### src/rtl/sync_fifo.sv
// sync_fifo: single-clock FIFO with fill count, almost-full/almost-empty flags
// and an optional first-word-fall-through read port (define SYNC_FIFO_FWFT_EN).
module sync_fifo #(
   parameter int DATA_WIDTH    = 8,
   parameter int ADDR_WIDTH    = 4,
   parameter int AFULL_THRESH  = 12,
   parameter int AEMPTY_THRESH = 2
) (
   input  logic                  clk,
   input  logic                  rst,
   input  logic [DATA_WIDTH-1:0] wr_data,
   input  logic                  wr_en,
   output logic                  full,
   output logic                  almost_full,
   output logic                  overflow,
   input  logic                  rd_en,
   output logic [DATA_WIDTH-1:0] rd_data,
   output logic                  empty,
   output logic                  almost_empty,
   output logic                  underflow,
   output logic [ADDR_WIDTH:0]   count
);
   localparam int DEPTH = 1 << ADDR_WIDTH;
   localparam logic [ADDR_WIDTH:0] DEPTH_C = (ADDR_WIDTH+1)'(DEPTH);
   localparam logic [ADDR_WIDTH:0] AF_C    = (ADDR_WIDTH+1)'(AFULL_THRESH);
   localparam logic [ADDR_WIDTH:0] AE_C    = (ADDR_WIDTH+1)'(AEMPTY_THRESH);

   logic [DATA_WIDTH-1:0] mem_q [DEPTH];
   logic [ADDR_WIDTH:0]   wr_ptr_q, wr_ptr_d, rd_ptr_q, rd_ptr_d, count_q, count_d;
   logic                  overflow_q, overflow_d, underflow_q, underflow_d;
   logic                  wr_acc, rd_acc;

   // Flags decode registered count only, so no request input reaches an output.
   assign count        = count_q;
   assign empty        = count_q == '0;
   assign full         = count_q == DEPTH_C;
   assign almost_full  = count_q >= AF_C;
   assign almost_empty = count_q <= AE_C;
   assign overflow     = overflow_q;
   assign underflow    = underflow_q;

   always_comb begin
      wr_acc      = wr_en && !full;
      rd_acc      = rd_en && !empty;
      wr_ptr_d    = wr_acc ? wr_ptr_q + 1'b1 : wr_ptr_q;
      rd_ptr_d    = rd_acc ? rd_ptr_q + 1'b1 : rd_ptr_q;
      count_d     = (wr_acc && !rd_acc) ? count_q + 1'b1 :
                    (rd_acc && !wr_acc) ? count_q - 1'b1 : count_q;
      overflow_d  = wr_en && !wr_acc;
      underflow_d = rd_en && !rd_acc;
   end

   always_ff @(posedge clk) begin
      if (rst) begin
         wr_ptr_q    <= '0;
         rd_ptr_q    <= '0;
         count_q     <= '0;
         overflow_q  <= 1'b0;
         underflow_q <= 1'b0;
      end else begin
         wr_ptr_q    <= wr_ptr_d;
         rd_ptr_q    <= rd_ptr_d;
         count_q     <= count_d;
         overflow_q  <= overflow_d;
         underflow_q <= underflow_d;
      end
   end

   always_ff @(posedge clk) begin
      if (!rst && wr_acc) mem_q[wr_ptr_q[ADDR_WIDTH-1:0]] <= wr_data;
   end

`ifdef SYNC_FIFO_FWFT_EN
   // Head entry is shown directly; rd_en only pops it.
   assign rd_data = mem_q[rd_ptr_q[ADDR_WIDTH-1:0]];
`else
   logic [DATA_WIDTH-1:0] rd_data_q, rd_data_d;

   assign rd_data = rd_data_q;

   always_comb rd_data_d = rd_acc ? mem_q[rd_ptr_q[ADDR_WIDTH-1:0]] : rd_data_q;

   always_ff @(posedge clk) begin
      if (rst) rd_data_q <= '0;
      else     rd_data_q <= rd_data_d;
   end
`endif
endmodule

### config.mk
export PLATFORM = sky130hd
export DESIGN_NAME = sync_fifo
export DESIGN_NICKNAME = d
export VERILOG_FILES = /design/src/rtl/sync_fifo.sv
export SDC_FILE = /design/constraint.sdc
export NUM_CORES = 1
export LEC_CHECK = 0
export ABC_AREA = 1
export CAP_MARGIN = 10
export CORE_MARGIN = 4
export CORE_UTILIZATION = 35
export DETAILED_ROUTE_END_ITERATION = 10
export GPL_TIMING_DRIVEN = 0
export PLACE_DENSITY = 0.58
export SLEW_MARGIN = 20
export SYNTH_ARGS = -nofsm -noshare
export SYNTH_HDL_FRONTEND = slang
export SYNTH_SLANG_ARGS = --single-unit
### constraint.sdc
create_clock -name clk -period 2.6 [get_ports clk]
set_input_delay 0.26 -clock clk [delete_from_list [all_inputs] [get_ports clk]]
set_output_delay 0.26 -clock clk [all_outputs]
set_load 0.03 [all_outputs]
==> summary.md, run 1 <==
| Metric | Value |
|---|---|
| Worst Path Arrival | `2.34 ns` |
| Register bit total from synthesis | `151` |
| WS Path Type | `reg2reg` |
| Via count of the first global-routing pass | `4,344` |
| Pin slew with the least headroom to its limit | `0.9286 ns` |
| Status | `finished, final reports clean` |
| Nets | `746` |
| Core Region | `0.01871 mm^2` |
| Synth Cell Area | `0.006665 mm^2` |
| PostCTS Resize Cnt | `0` |
| Synth Instances | `674` |
| DR iter-0 viols | `395` |
| Ant diodes | `0` |
| Hold Crit Class | `in2reg` |
| Hold Buf Count CTS | `0` |
| DP Cell Count | `938` |
| Largest net degree at the start of global routing | `17` |
| CTS clk-pin slew, worst paths | `0.06 ns` |
| ANT nets after route | `0` |
| Cell Pwr Density | `973.9 mW/mm^2` |
| Vias post-DR | `4,582` |
| Drt wl/cell | `16.40 um` |
| Rows | `50` |
| First-pass DRT Iterations | `4` |
| All-Layer GR Usage | `0.1523` |
| CP Launch Type | `register` |
| Worst slew margin | `0.3786` |
| DIE HEIGHT | `146.0 um` |
| CTS sink count | `151` |
| H-tree lvl count | `4` |
| Final Cycle Share | `0.8841` |
| Root buffer cell | `clkbuf_16` |
| RSZ-0062 raised after global routing | `false` |
| Non-Filler Instances | `970` |
| Req. time, crit path | `2.64 ns` |
| Final worst path period need | `2.299 ns` |
| Max Cap Viol | `0` |
| Via density per instance | `4.724` |
| Die W | `146.0 um` |
| Layout area overhead | `18.68%` |
| F_max | `435.0 MHz` |
| CTS Buffer Depth | `2` |
| Setup Fix Bufs, Post-CTS | `0` |
| Register area share after synthesis | `0.6458` |
| # IOs | `31` |
| Share of layout cells above drive strength 1 | `0.09511` |
| Max Slew Vio Count | `0` |
| Crit-path max FO | `8` |
| Top cell type's share of synthesized area | `0.5767` |
| Area contributors post-synth | `edfxtp_1 (58%), nand2_1 (12%), dfxtp_1 (6.9%)` |
| Die area | `0.02131 mm^2` |
| Initial antenna violation count | `0` |
| Post-Route Setup TNS | `0 ns` |
| Fin Clk Skew | `0.01206 ns` |
| WL final | `15.91 mm` |
| Syn avg cell area | `9.889 um^2` |
| Hold Violations, Final | `0` |
| Static leakage | `0.003295 uW` |
| First-pass GRT wire length | `24.38 mm` |
| Initial Util | `0.3563` |
| # DRC | `0` |
| Setup Viol. Count Final | `0` |
| Dominant cell type by area after synthesis | `edfxtp_1` |
| Detailed-placement wirelength estimate | `10.72 mm` |
| Total congestion overflow | `0` |
| Syn nets | `697` |
| Crit. End Element | `register` |
| CTS buffer count | `17` |
| Clk_lat worst skew | `0.43 ns` |
| Netlist cell types | `29` |
| YS warnings | `0` |
| CTS tree | `built` |
| IO Port Bufs | `30` |
| Worst vdd ir | `0.5188 mV` |
| Routability cong. | `0.8679` |
## layer usage
layer | vias up | wire length, um | global-route usage
li1 | 2288 | - | -
met1 | 2171 | 6883 | 0.1942
met2 | 100 | 8047 | 0.2589
met3 | 23 | 700 | 0.02896
met4 | 0 | 279 | 0.05644
met5 | - | 0 | 0
## path summary, 6_finish.rpt
check / start / endpoint / slack [ns] / cells after the start
hold / removal: wr_en / overflow$_SDFF_PP0_ / 0.43 / 3
hold reg to reg: wr_ptr_q[0]$_SDFFE_PP0P_ / wr_ptr_q[0]$_SDFFE_PP0P_ / 0.51 / 2
setup reg to reg: count[2]$_SDFFE_PP0P_ / mem_q[13][2]$_DFFE_PP_ / 0.30 / 7
setup / recovery: count[2]$_SDFFE_PP0P_ / mem_q[13][2]$_DFFE_PP_ / 0.30 / 7
## placed cells by master (no fill, tap or decap), types with 2 or more instances in the layout
cell,count
dfxtp_1,23
ha_1,10
buf_6,2
nor2_1,39
clkinvlp_4,2
buf_2,14
bufinv_16,5
xnor2_1,2
nand2_1,220
nand4_2,2
buf_4,7
clkbuf_1,6
a211oi_1,3
clkinv_4,2
xor2_1,2
nand3_1,89
edfxtp_1,128
nor3b_1,3
nand2_2,5
clkinv_1,2
clkbuf_16,17
inv_1,88
clkdlybuf4s50_1,30
o21ai_0,6
nor3_1,4
inv_8,2
inv_2,6
a21oi_1,8
## worst max-delay path, stage by stage, from the launching register on
cell and delay, ns:
dfxtp_1 0.46, nor2_2 0.09, nand4_2 0.10, nand2_2 0.11, or2_1 0.24, inv_2 0.10, nand2_2 0.10, nor2_1 0.72
## through the flow
stage	total power (uW)	setup WS (ns)	utilization	hold slack [ns]	area [um^2]
after floorplan	4296	0.2621	-	0.3589	6665
after global placement	5020	0.1859	0.3880	0.4970	7258
after detailed placement	5036	0.1653	0.3880	0.5077	7258
after CTS	7745	0.2683	0.4229	0.4213	7910
after global routing	8060	0.09687	0.4229	0.4553	7910
final	7703	0.3013	0.4229	0.4304	7910
## registers in the layout, summed over array words and instances (netlist names)
name,count
count,5
mem_q,128
overflow,1
rd_data,8
rd_ptr_q,4
underflow,1
wr_ptr_q,4
## report_power, final
part	internal, uW	switching [uW]
combinational	740	1400
clock	1720	997
sequential	2750	101
total	5200	2500
## Yosys cell counts (all sizes together)
cell type and n:
dfxtp 23, edfxtp 128, clkbuf 5, fa 1, a211oi 3, nand2 226
nor2 40, o21ai 6, nand3 89, ha 10, nor3b 4, buf 23
a21oi 8, xnor2 2, or2 1, clkinv 1, xor2 2, nand4 2
a2111oi 1, inv 95, nor3 4
## cell type report
class | instances | area [um^2]
multi-input cells | 399 | 1834
well taps | 234 | 292.8
clock inverters | 14 | 222.7
repair buffers | 30 | 300.3
plain buffers | 28 | 163.9
clock buffers | 18 | 429.2
flip-flops and latches | 151 | 4304
inverters | 96 | 362.8
fillers | 1773 | 10800
## cell families (layout without fill, tap and decap cells)
group | Yosys count | after routing | synth area share
xor gates and xnor gates | 4 | 4 | 0.005257
DFF | 151 | 151 | 0.6458
AOI/OAI and AO/OA | 18 | 18 | 0.01521
adders and majority gates | 11 | 11 | 0.02178
and+or+nand+nor | 366 | 366 | 0.2330
buffers and inverters | 124 | 186 | 0.07903
Power figures use the tool's default switching activity.
==> run 2, diff against run 1 <==
REMOVE_ABC_BUFFERS = 1   (was unset)
==> run 2 against run 1 <==
  * Sequential share of layout area is 1.4 points higher
  * Hold slack better by 0.014 ns
  * First-iteration DRC count is 46% lower
  * Die area stayed put
  * Critical path type is now in2reg
  * Critical endpoint is now mem_q[13][7]$_DFFE_PP_
==> summary.md, run 2 (synthesized netlist as in run 1, its figures left out) <==
| Metric | Value |
|---|---|
| Final worst path period need | `2.581 ns` |
| Non-Filler Instances | `943` |
| Total congestion overflow | `0` |
| All-Layer GR Usage | `0.1366` |
| First-pass GRT wire length | `22.28 mm` |
| Fin Clk Skew | `0.006707 ns` |
| Max Cap Viol | `0` |
| Ant diodes | `0` |
| Setup Slack @ Placement | `-0.4179 ns` |
| Status | `finished, final reports clean` |
| Max Slew Vio Count | `0` |
| Nets | `719` |
| Setup Viol. Count Final | `0` |
| Cell Pwr Density | `936.7 mW/mm^2` |
| Final setup margin | `0.01919 ns` |
| F_max | `387.5 MHz` |
| Share of layout cells above drive strength 1 | `0.07616` |
| Static leakage | `0.003163 uW` |
| ANT nets after route | `0` |
| Req. time, crit path | `2.64 ns` |
| DIE HEIGHT | `146.0 um` |
| Via density per instance | `4.573` |
| Pin slew with the least headroom to its limit | `1.072 ns` |
| Hold Buf Count CTS | `0` |
| FF-to-FF End | `mem_q[13][7]$_DFFE_PP_` |
| RSZ-0062 raised after global routing | `false` |
| Crit. End Element | `register` |
| DR iter-0 viols | `213` |
| Routability cong. | `0.7561` |
| Detailed-placement wirelength estimate | `8.495 mm` |
| CTS buffer count | `17` |
| # IOs | `31` |
| H-tree lvl count | `4` |
| First-pass DRT Iterations | `4` |
| CTS Buffer Depth | `2` |
| IO Port Bufs | `30` |
| Crit-path max FO | `24` |
| Core Region | `0.01871 mm^2` |
| Initial Util | `0.3563` |
| Max FFs per register | `128` |
| Hold Violations, Final | `0` |
| CTS tree | `built` |
| Setup Fix Bufs, Post-CTS | `0` |
| Layout area overhead | `15.84%` |
| Vias post-DR | `4,312` |
| Most frequent cells in the layout | `nand2_1 (220), edfxtp_1 (128), nand3_1 (89)` |
| CTS clk-pin slew, worst paths | `0.06 ns` |
| Final Cycle Share | `0.9926` |
| # DRC | `0` |
| Worst Hold Depth | `3` |
| Worst Hold Path EP | `overflow$_SDFF_PP0_` |
| Initial antenna violation count | `0` |
| Worst vdd ir | `0.4542 mV` |
| Crit-path slowest cell | `clkdlybuf4s50_1` |
| CP Launch Type | `primary input` |
| Via count of the first global-routing pass | `4,051` |
| Clk_lat worst skew | `0.42 ns` |
| Worst slew margin | `0.2828` |
| Largest net degree at the start of global routing | `67` |
| CTS sink count | `151` |
| Filler Cell Count | `1,773` |
| Hold Crit Class | `in2reg` |
| Root buffer cell | `clkbuf_16` |
| Die area | `0.02131 mm^2` |
| WS Path Type | `in2reg` |
| Die W | `146.0 um` |
| Max stage delay on crit path | `0.96 ns` |
| Hold wc startpoint | `wr_en` |
| Commonest non-fill, non-tap cell in the layout | `nand2_1` |
| Drt wl/cell | `15.00 um` |
| Crit Reg-Reg Startpoint | `count[2]$_SDFFE_PP0P_` |
| DP Cell Count | `911` |
| WL final | `14.15 mm` |
| Rows | `50` |
| Reg2Reg Depth | `7` |
| Cell Chain, Critical Path | `clkdlybuf4s50_1, or2_1, inv_2, nand2_2, nor2_1` |
| Worst Path Arrival | `2.62 ns` |
| R2R setup slack | `0.34 ns` |
run 2: worst max path at each step:
stage | startpoint | end | slack (ns) | cells past startpoint
5_1_grt | rst | mem_q[13][1]$_DFFE_PP_ | 0.002 | 5
3_5_place_dp | rst | mem_q[14][7]$_DFFE_PP_ | -0.42 | 5
2_1_floorplan | rd_ptr_q[0]$_SDFFE_PP0P_ | rd_data[0]$_SDFFE_PP0P_ | -0.12 | 9
3_3_place_gp | rd_ptr_q[0]$_SDFFE_PP0P_ | rd_data[3]$_SDFFE_PP0P_ | -1.91 | 9
4_1_cts | rst | mem_q[14][1]$_DFFE_PP_ | 0.03 | 5
6_report | rst | mem_q[13][7]$_DFFE_PP_ | 0.02 | 5
run 2: what timing repair did:
action | CTS | global route
gates resized for setup | 0 | 3
endpoints found under the hold margin | 0 | 0
endpoints found under the setup margin | 0 | 24
run 2: metal layers:
layer	wire, um	vias up	track usage
met4	202	0	0.04563
met2	7119	101	0.2333
li1	-	2231	-
met1	6118	1964	0.1746
met5	0	-	0
met3	709	16	0.02741
run 2: critical path: cells and delay by family:
family | cells | cell delay (ns)
and+or+nand+nor | 3 | 1.28
buffers and inverters | 2 | 1.06
run 2: per-stage QoR:
step / setup TNS (ns) / util / power, uW / cell area [um^2] / hold WS (ns)
finish: 0 / 0.4128 / 7232 / 7721 / 0.4448
global route: 0 / 0.4128 / 7671 / 7721 / 0.4564
CTS: 0 / 0.4124 / 7309 / 7714 / 0.4290
detailed placement: -41.52 / 0.3807 / 4894 / 7122 / 0.5125
global placement: -60.34 / 0.3793 / 4889 / 7094 / 0.5020
floorplan: -1.036 / - / 4183 / 6501 / 0.3291
run 2: layout make-up:
class | count | area (um^2) | area share
clock inverters | 13 | 148.9 | 0.01928
repair buffers | 31 | 320.3 | 0.04148
clock buffers | 19 | 442.9 | 0.05737
inverters | 96 | 365.4 | 0.04732
multi-input cells | 399 | 1842 | 0.2385
flip-flops and latches | 151 | 4309 | 0.5581
well taps | 234 | 292.8 | 0.03792
run 2: where the power goes:
part	switching [uW]	total (uW)	leakage, uW	internal (uW)
Combinational	1200	1850	0.00155	658
Clock	966	2420	0.000274	1450
Sequential	210	2960	0.00134	2750
==> run 3, diff against run 2 <==
GPL_TIMING_DRIVEN = 1   (was 0)
==> run 3 against run 2 <==
  * Critical path depth decreased by 3
  * Cell count is 2.2% higher
  * Sequential power fell by 4%
  * Flip-flop and latch count is the same
  * Via count is 2.9% higher
  * Die area did not move
==> summary.md, run 3 (synthesized netlist as in run 1, its figures left out) <==
| Metric | Value |
|---|---|
| Setup Fix Bufs, Post-CTS | `0` |
| Comb power frac | `0.272` |
| Die W | `146.0 um` |
| Core Region | `0.01871 mm^2` |
| Largest net degree at the start of global routing | `67` |
| H-tree lvl count | `4` |
| IO Port Bufs | `30` |
| Die area | `0.02131 mm^2` |
| Status | `finished, final reports clean` |
| Hold Crit Class | `in2reg` |
| Hold Violations, Final | `0` |
| All-Layer GR Usage | `0.1473` |
| Root buffer cell | `clkbuf_16` |
| Worst slew margin | `0.4791` |
| CP Launch Type | `register` |
| Setup Slack @ Placement | `0.2559 ns` |
| CTS clk-pin slew, worst paths | `0.06 ns` |
| CTS Buffer Depth | `2` |
| Routability cong. | `0.7666` |
| CTS buffer count | `17` |
| Cell Pwr Density | `940.4 mW/mm^2` |
| Pin slew with the least headroom to its limit | `0.7789 ns` |
| DIE HEIGHT | `146.0 um` |
| Initial Util | `0.3563` |
| R2R setup slack | `0.37 ns` |
| # DRC | `0` |
| Post-Route Setup TNS | `0 ns` |
| Most frequent cells in the layout | `nand2_1 (220), edfxtp_1 (128), nand3_1 (89)` |
| Switching pwr | `2385 uW` |
| Max Slew Vio Count | `0` |
| Final setup margin | `0.2811 ns` |
| Detailed-placement wirelength estimate | `9.195 mm` |
| Net switching fraction of the power | `0.3216` |
| Worst vdd ir | `0.4376 mV` |
| Max Cap Viol | `0` |
| Cell Chain, Critical Path | `a2111oi_0, clkdlybuf4s50_1` |
| Worst Path Arrival | `2.06 ns` |
| Max FFs per register | `128` |
| CTS tree | `built` |
| Crit. End Element | `output port` |
| Crit-path max FO | `6` |
| Clock share of power | `0.344` |
| Worst hold slack | `0.4269 ns` |
| RSZ-0062 raised after global routing | `false` |
| Area after DPL | `0.007273 mm^2` |
| Via density per instance | `4.601` |
| Rows | `50` |
| ANT nets after route | `0` |
| Filler Cell Count | `1,772` |
| WL final | `15.26 mm` |
| CP bufs+invs | `1` |
| DR iter-0 viols | `357` |
| Share of layout cells above drive strength 1 | `0.09315` |
| Fin Clk Skew | `0.008118 ns` |
| Initial antenna violation count | `0` |
| Req. time, crit path | `2.34 ns` |
| Static leakage | `0.003293 uW` |
| Post-layout instance area | `0.007885 mm^2` |
| WS Path Type | `reg2out` |
| Drt wl/cell | `15.83 um` |
| Crit-path slowest cell | `clkdlybuf4s50_1` |
| First-pass DRT Iterations | `4` |
| F_max | `431.2 MHz` |
| CTS sink count | `151` |
| Setup Viol. Count Final | `0` |
| Nets | `740` |
| Max stage delay on crit path | `0.76 ns` |
| PostCTS Resize Cnt | `0` |
| Commonest non-fill, non-tap cell in the layout | `nand2_1` |
| Vias post-DR | `4,435` |
| Seq pwr share | `0.383` |
| Final Cycle Share | `0.8919` |
| Total congestion overflow | `0` |
| Ant diodes | `0` |
| CP delay by family, top | `buffers and inverters` |
| Final worst path period need | `2.319 ns` |
| P_int | `5030 uW` |
| First-pass GRT wire length | `24.09 mm` |
| Clk_lat worst skew | `0.42 ns` |
| Hold Buf Count CTS | `0` |
| # IOs | `31` |
| Via count of the first global-routing pass | `4,261` |
| Layout area overhead | `18.30%` |
[run 3: metal layers]
| layer | vias up | routed length [um] | global-route usage |
|---|---|---|---|
| met2 | 67 | 7684 | 0.2510 |
| met4 | 0 | 248 | 0.05080 |
| li1 | 2268 | - | - |
| met1 | 2080 | 6655 | 0.1911 |
| met5 | - | 0 | 0 |
| met3 | 20 | 674 | 0.02460 |
[run 3: metrics by stage]
stage | util | instances | power (uW)
2_1_floorplan | - | 646 | 4183
3_3_place_gp | 0.3888 | 932 | 4932
3_5_place_dp | 0.3888 | 932 | 4942
4_1_cts | 0.4215 | 964 | 7497
5_1_grt | 0.4215 | 964 | 7823
6_report | 0.4215 | 964 | 7415
[run 3: worst paths after layout]
| kind | endpoint | startpoint | depth (start not counted) |
|---|---|---|---|
| max reg2reg | count[4]$_SDFFE_PP0P_ | count[2]$_SDFFE_PP0P_ | 10 |
| min reg2reg | wr_ptr_q[0]$_SDFFE_PP0P_ | wr_ptr_q[0]$_SDFFE_PP0P_ | 2 |
| max | almost_empty | count[1]$_SDFFE_PP0P_ | 2 |
| min | overflow$_SDFF_PP0_ | wr_en | 3 |
[run 3: cell type report]
cell class	count	area [um^2]	share of cell area
Clock inverter	13	178.9	0.02269
Multi-Input combinational cell	399	1834	0.2326
Timing Repair Buffer	52	478.0	0.06062
Clock buffer	19	432.9	0.05490
Tap cell	234	292.8	0.03713
Sequential cell	151	4305	0.5460
Inverter	96	362.8	0.04602
[run 3: worst reg2reg max path, cell delays in order (launching register included)]
cell and delay (ns):
dfxtp_1 0.37, nor2_2 0.17, nand4_2 0.11, nand2_2 0.16, inv_1 0.09, ha_1 0.25
fa_1 0.41, o21ai_0 0.27, xor2_1 0.17, nand2_1 0.06, a21oi_1 0.11
[run 3: power groups by stage]
stage | sequential (uW) | combinational [uW] | clock (uW)
global route | 2860 | 2250 | 2710
CTS | 2840 | 2060 | 2600
global placement | 2890 | 2040 | 0
detailed placement | 2890 | 2050 | 0
floorplan | 3120 | 1060 | 0
finish | 2840 | 2020 | 2550
